===== src/rtl/uart_rx_ctrl.sv =====
// uart_rx_ctrl: UART receive sequencer; OVS-times oversampled, 8 data bits LSB-first, 1 stop bit.
// Latency: rx_valid rises 1 clk after the stop-bit sample tick; start sync adds 2 clk ahead of that.
// Backpressure: none on the line; a byte finishing while rx_valid is unacked is dropped and sets oerr.
//
// Optional parity: define UART_RX_PARITY_EN to add a PAR state and the parity_odd input.
//
// Ports:
//   clk, rst        clock; asynchronous active-low reset
//   en              receiver enable (0 aborts any frame in progress)
//   abaud_busy      auto-baud owns the line; aborts/holds the receiver in IDLE
//   brg             divisor, one oversample tick every brg+1 clk (latched at start detect)
//   parity_odd      (UART_RX_PARITY_EN only) 1 = odd parity expected, 0 = even
//   rx              asynchronous serial input, idle high
//   rx_ack          consumer has taken rx_data
//   oerr_clr        clears the sticky overrun flag
//   rx_data         last received byte
//   rx_valid        rx_data holds an unread byte
//   rxif            one-cycle pulse when a byte is loaded
//   ferr, perr      framing / parity error of the byte in rx_data
//   oerr            sticky overrun flag
//   rx_busy         frame reception in progress
module uart_rx_ctrl #(
  parameter int BRG_W = 16,
  parameter int OVS   = 16
) (
  input  logic             clk,
  input  logic             rst,
  input  logic             en,
  input  logic             abaud_busy,
  input  logic [BRG_W-1:0] brg,
`ifdef UART_RX_PARITY_EN
  input  logic             parity_odd,
`endif
  input  logic             rx,
  input  logic             rx_ack,
  input  logic             oerr_clr,
  output logic [7:0]       rx_data,
  output logic             rx_valid,
  output logic             rxif,
  output logic             ferr,
  output logic             perr,
  output logic             oerr,
  output logic             rx_busy
);

  localparam int OS_W = $clog2(OVS);

`ifdef UART_RX_PARITY_EN
  typedef enum logic [2:0] {IDLE, START, DATA, PAR, STOP} state_t;
`else
  typedef enum logic [2:0] {IDLE, START, DATA, STOP} state_t;
`endif

  state_t state, state_n;

  // Synchronizer plus one extra stage for falling-edge detection.
  logic rx_m, rx_s, rx_d;

  logic [BRG_W-1:0] div_cnt;
  logic [BRG_W-1:0] brg_q;
  logic [OS_W-1:0]  os_cnt;
  logic [2:0]       bit_cnt;
  logic [7:0]       shift;
  logic             perr_calc;

  logic tick, os_half, os_last, start_det, abort;
  logic os_clr, sample_data, frame_done;

  always_ff @(posedge clk or negedge rst) begin
    if (!rst) begin
      rx_m <= 1'b1;
      rx_s <= 1'b1;
      rx_d <= 1'b1;
    end else begin
      rx_m <= rx;
      rx_s <= rx_m;
      rx_d <= rx_s;
    end
  end

  // The divisor only runs inside a frame; it is restarted by start detection
  // so the half-bit sample point is measured from the synchronized edge.
  assign tick      = (state != IDLE) && (div_cnt == brg_q);
  assign os_half   = tick && (os_cnt == OS_W'(OVS/2 - 1));
  assign os_last   = tick && (os_cnt == OS_W'(OVS - 1));
  assign start_det = (state == IDLE) && en && !abaud_busy && rx_d && !rx_s;
  assign abort     = (state != IDLE) && (!en || abaud_busy);
  assign rx_busy   = (state != IDLE);

  always_ff @(posedge clk or negedge rst) begin
    if (!rst) begin
      state <= IDLE;
    end else begin
      state <= state_n;
    end
  end

  always_comb begin
    state_n     = state;
    os_clr      = 1'b0;
    sample_data = 1'b0;
    frame_done  = 1'b0;
    unique case (state)
      IDLE: begin
        if (start_det) begin
          state_n = START;
        end
      end
      START: begin
        if (abort) begin
          state_n = IDLE;
        end else if (os_half) begin
          // Line back high at mid start bit: treat as a glitch.
          if (rx_s) begin
            state_n = IDLE;
          end else begin
            state_n = DATA;
            os_clr  = 1'b1;
          end
        end
      end
      DATA: begin
        if (abort) begin
          state_n = IDLE;
        end else if (os_last) begin
          sample_data = 1'b1;
          if (bit_cnt == 3'd7) begin
`ifdef UART_RX_PARITY_EN
            state_n = PAR;
`else
            state_n = STOP;
`endif
          end
        end
      end
`ifdef UART_RX_PARITY_EN
      PAR: begin
        if (abort) begin
          state_n = IDLE;
        end else if (os_last) begin
          state_n = STOP;
        end
      end
`endif
      STOP: begin
        if (abort) begin
          state_n = IDLE;
        end else if (os_last) begin
          frame_done = 1'b1;
          state_n    = IDLE;
        end
      end
      default: begin
        state_n = IDLE;
      end
    endcase
  end

  // Bit timing and shift register.
  always_ff @(posedge clk or negedge rst) begin
    if (!rst) begin
      div_cnt <= '0;
      brg_q   <= '0;
      os_cnt  <= '0;
      bit_cnt <= '0;
      shift   <= '0;
    end else begin
      if (start_det) begin
        div_cnt <= '0;
        brg_q   <= brg;
        os_cnt  <= '0;
      end else if (state != IDLE) begin
        div_cnt <= tick ? '0 : div_cnt + BRG_W'(1);
        // OVS is a power of two, so os_cnt wraps to 0 on every bit boundary.
        if (os_clr) begin
          os_cnt <= '0;
        end else if (tick) begin
          os_cnt <= os_cnt + OS_W'(1);
        end
      end
      if (os_clr) begin
        bit_cnt <= '0;
      end else if (sample_data) begin
        bit_cnt <= bit_cnt + 3'd1;
      end
      if (sample_data) begin
        shift[bit_cnt] <= rx_s;
      end
    end
  end

`ifdef UART_RX_PARITY_EN
  logic parbit;

  always_ff @(posedge clk or negedge rst) begin
    if (!rst) begin
      parbit <= 1'b0;
    end else if (state == PAR && os_last && !abort) begin
      parbit <= rx_s;
    end
  end

  assign perr_calc = (((^shift) ^ parbit) != parity_odd);
`else
  assign perr_calc = 1'b0;
`endif

  // Output holding register and handshake. A load in the same cycle as an
  // ack takes priority, so the new byte is never lost to the old byte's ack.
  always_ff @(posedge clk or negedge rst) begin
    if (!rst) begin
      rx_data  <= '0;
      rx_valid <= 1'b0;
      rxif     <= 1'b0;
      ferr     <= 1'b0;
      perr     <= 1'b0;
      oerr     <= 1'b0;
    end else begin
      rxif <= 1'b0;
      if (frame_done && (!rx_valid || rx_ack)) begin
        rx_data  <= shift;
        ferr     <= ~rx_s;
        perr     <= perr_calc;
        rx_valid <= 1'b1;
        rxif     <= 1'b1;
      end else if (rx_ack && rx_valid) begin
        rx_valid <= 1'b0;
      end
      // Set beats clear when both occur together.
      if (frame_done && rx_valid && !rx_ack) begin
        oerr <= 1'b1;
      end else if (oerr_clr) begin
        oerr <= 1'b0;
      end
    end
  end

endmodule

===== config.mk =====
export PLATFORM = sky130hd
export DESIGN_NAME = uart_rx_ctrl
export DESIGN_NICKNAME = d
export VERILOG_FILES = /design/src/rtl/uart_rx_ctrl.sv
export SDC_FILE = /design/constraint.sdc
export NUM_CORES = 1
export LEC_CHECK = 0
export ABC_AREA = 1
export BUFFER_PORTS_ARGS = -buffer_cell sky130_fd_sc_hd__clkbuf_2
export CAP_MARGIN = 30
export CORE_MARGIN = 2
export CORE_UTILIZATION = 45
export DETAILED_ROUTE_END_ITERATION = 16
export PLACE_DENSITY = 0.7
export RECOVER_POWER = 100
export SLEW_MARGIN = 20
export SYNTH_ARGS = -nofsm -noshare
export SYNTH_HDL_FRONTEND = slang
export SYNTH_SLANG_ARGS = --single-unit

===== constraint.sdc =====
create_clock -name clk -period 1.6 [get_ports clk]
set_input_delay 0.32 -clock clk [delete_from_list [all_inputs] [get_ports clk]]
set_output_delay 0.32 -clock clk [all_outputs]
set_load 0.05 [all_outputs]

==> flow_summary.json <==
{
  "status": "finished with violations",
  "violations": "negative setup slack",
  "reg2regPathDepth": 9,
  "yosysMostFrequentCell": "nand2_1",
  "layout_worst_path_cycle_share_pct": 112,
  "period_needed_ns": 1.79,
  "htree_levels": 3,
  "grt_max_degree": 29,
  "grt_usage_pct": 23.5,
  "synth_cells": 481,
  "io_pins": 37,
  "synth_largest_area_cell": "dfrtp_1",
  "cp-startpoint": "state[0]$_DFFE_PN0P_",
  "gp_congestion": 0.902,
  "remaining_drc_errors": 0,
  "maxCapViolCount": 0,
  "clock_sinks": 64,
  "post_synth_main_area_contributors": "dfrtp_1 44%, nand2_1 17%, nor2_1 8.7%",
  "tightest_slew_ns": 0.818,
  "p_per_area_nw_per_um2": 1350,
  "synth_ff_type": "dfrtp_1",
  "worst_setup_path_start_kind": "flop",
  "die_w_um": 91.9,
  "hp-start": "rx",
  "grt_overflow_total": 0,
  "worstSkewPairLatency_ns": 0.37,
  "cp.arrival_ns": 2.04,
  "wl_per_cell_um": 14.2,
  "synth_edf_count": 0,
  "ff2ff_setup_slack_ns": -0.19,
  "setup_slack_ns": -0.191,
  "layout-drive-gt1-share_pct": 42.0,
  "dpl.hpwl_um": 6350,
  "ant_nets": 0,
  "antenna_found_initial": 0,
  "grt_pass1_wl_um": 15700,
  "finalNetCount": 653,
  "synth_top_area_share_pct": 43.9,
  "vdd_drop_max_mv": 1.14,
  "yosys_warnings": 0,
  "syn_area_um2": 3480,
  "cts.clk_slew.worst_paths_ns": 0.07,
  "r2r-end": "div_cnt[15]$_DFFE_PN0P_",
  "worstPathRequired_ns": 1.85,
  "yosysSeqAreaShare_pct": 46.2,
  "antenna_cells": 0,
  "worstHoldPathCells": 1,
  "initial_core_util_pct": 45.7,
  "area_delta_synth_final_pct": 50.9,
  "async_flop_share_pct": 100,
  "grt_setup_unrepaired": "yes",
  "die_area_um2": 8450,
  "hp-class": "primary input to flop",
  "cts_tree": "done",
  "dpl-instance-area_um2": 4320,
  "relSlewSlack_pct": 45.5,
  "worstSetupPathType": "flop to flop",
  "syn-num-nets": 508,
  "setup_viol": 45,
  "drt_wl_total_um": 10400,
  "skew_ns": 0.0141,
  "cts_buffers": 9,
  "cts_buffer_depth": 2,
  "critPathMaxFanout": 4,
  "hold_viol_final": 0,
  "grt_pass1_vias": 3506,
  "drtIter0Drc": 247,
  "timing.rr.start": "state[0]$_DFFE_PN0P_",
  "power.leakage_nw": 2.65,
  "dr.pass1.iters": 4,
  "cts_root_buf": "clkbuf_8",
  "route.vias.total": 3743,
  "portBuffers": 35,
  "post-place-ws_ns": -0.249,
  "finalInstanceArea_um2": 5250,
  "netlist_top_cells_count": "156 x nand2_1, 81 x nor2_1, 61 x dfrtp_1, 52 x inv_1",
  "worstHoldEndpoint": "rx_m$_DFF_PN1_",
  "die_h_um": 91.9,
  "critPathCaptureType": "flop",
  "vias_per_cell": 5.11,
  "ys_seq_elements": 64,
  "maxSlewViolCount": 0,
  "coreArea_um2": 7610,
  "synth_cell_type_count": 36,
  "avgSynthCellArea_um2": 7.23,
  "max_clock_freq_mhz": 558,
  "std_cell_rows": 32
}
-- timing repair --
item	CTS	global route
gates cloned	3	1
pin swaps	21	44
endpoints found under the hold margin	14	0
gates resized for setup	44	94
buffers inserted	15	16
setup endpoints to repair	42	58
hold buffers	1	0
-- sequential cells by signal, summed over array words and instances, names as in the netlist, 2 cells and up --
name	cells
state	2
bit_cnt	3
os_cnt	4
rx_data	8
div_cnt	16
brg_q	16
shift	8
-- through the flow --
stage / util (%) / hold slack [ns] / cells / TNS, ns / total power, mW
2_1_floorplan: - / 0.0244 / 481 / 0 / 3.34
3_3_place_gp: 56.8 / 0.281 / 684 / -2.34 / 4.33
3_5_place_dp: 56.8 / 0.287 / 684 / -3.72 / 4.39
4_1_cts: 64.1 / 0.0365 / 717 / -1.61 / 6.50
5_1_grt: 69.0 / 0.0382 / 733 / -12.59 / 7.49
6_report: 69.0 / 0.0430 / 733 / -4.37 / 7.10
-- cell usage in the layout, fill, tap and decap left out, drive strengths merged, types with 6 or more instances in the layout --
cell type	instances
nor3	8
clkbuf	45
nand4	24
nor2	88
inv	60
buf	103
o21ai	16
dfrtp	61
nand2	158
clkinv	6
a21oi	23
nand3	16
-- critical path, stage by stage (launching register included) --
cell and delay (ns):
dfrtp_1 0.41, nor2_4 0.19, buf_12 0.13, nand4_4 0.13
nand2_4 0.15, inv_4 0.06, nor3_4 0.26, nand2_1 0.12
xor2_1 0.18, nor2_1 0.05
-- power breakdown --
part | total [mW] | switching, mW | internal [mW]
registers | 2.10 | 0.206 | 1.90
logic | 3.43 | 1.77 | 1.65
clock network | 1.57 | 0.693 | 0.879
-- worst max-delay path by stage --
stage               cells past startpoint  slack, ns                 endpoint
finish                                  9      -0.19  div_cnt[15]$_DFFE_PN0P_
global route                           12      -0.31   rx_data[0]$_DFFE_PN0P_
CTS                                    12      -0.10   rx_data[0]$_DFFE_PN0P_
detailed placement                     12      -0.25   rx_data[1]$_DFFE_PN0P_
global placement                       12      -0.17   rx_data[4]$_DFFE_PN0P_
floorplan                              10       0.02         ferr$_DFFE_PN0P_
-- area by class of cell --
class                   instances  area [um^2]
clock inverters                 7         96.3
clock buffers                   9          124
fillers                       567         2360
inverters                      61          250
multi-input cells             349         1960
flip-flops and latches         64         1610
repair inverters                1         7.51
repair buffers                140         1080
well taps                     102          128
-- logic make-up (layout without fill, tap and decap cells) --
kind of cell	count (synthesis)	count (layout)	share of synthesized area [%]
AND/OR/NAND/NOR	296	297	36.9
XOR/XNOR	4	4	1.01
other	1	1	0.108
buffers and inverters	69	218	7.88
flip-flops	64	64	46.2
adder cells (fa/ha/maj)	4	4	1.44
AO/OA/AOI/OAI	43	43	6.55
-- metal layers --
metal / share of wire, % / global-route usage [%] / vias to the layer above
met4: 2.7 / 9.20 / 0
met3: 5.0 / 4.03 / 29
met2: 50 / 40.1 / 122
met5: 0 / 0 / -
met1: 42 / 29.8 / 1777
li1: - / - / 1815
Note: power is estimated with default switching activity, not from simulation.
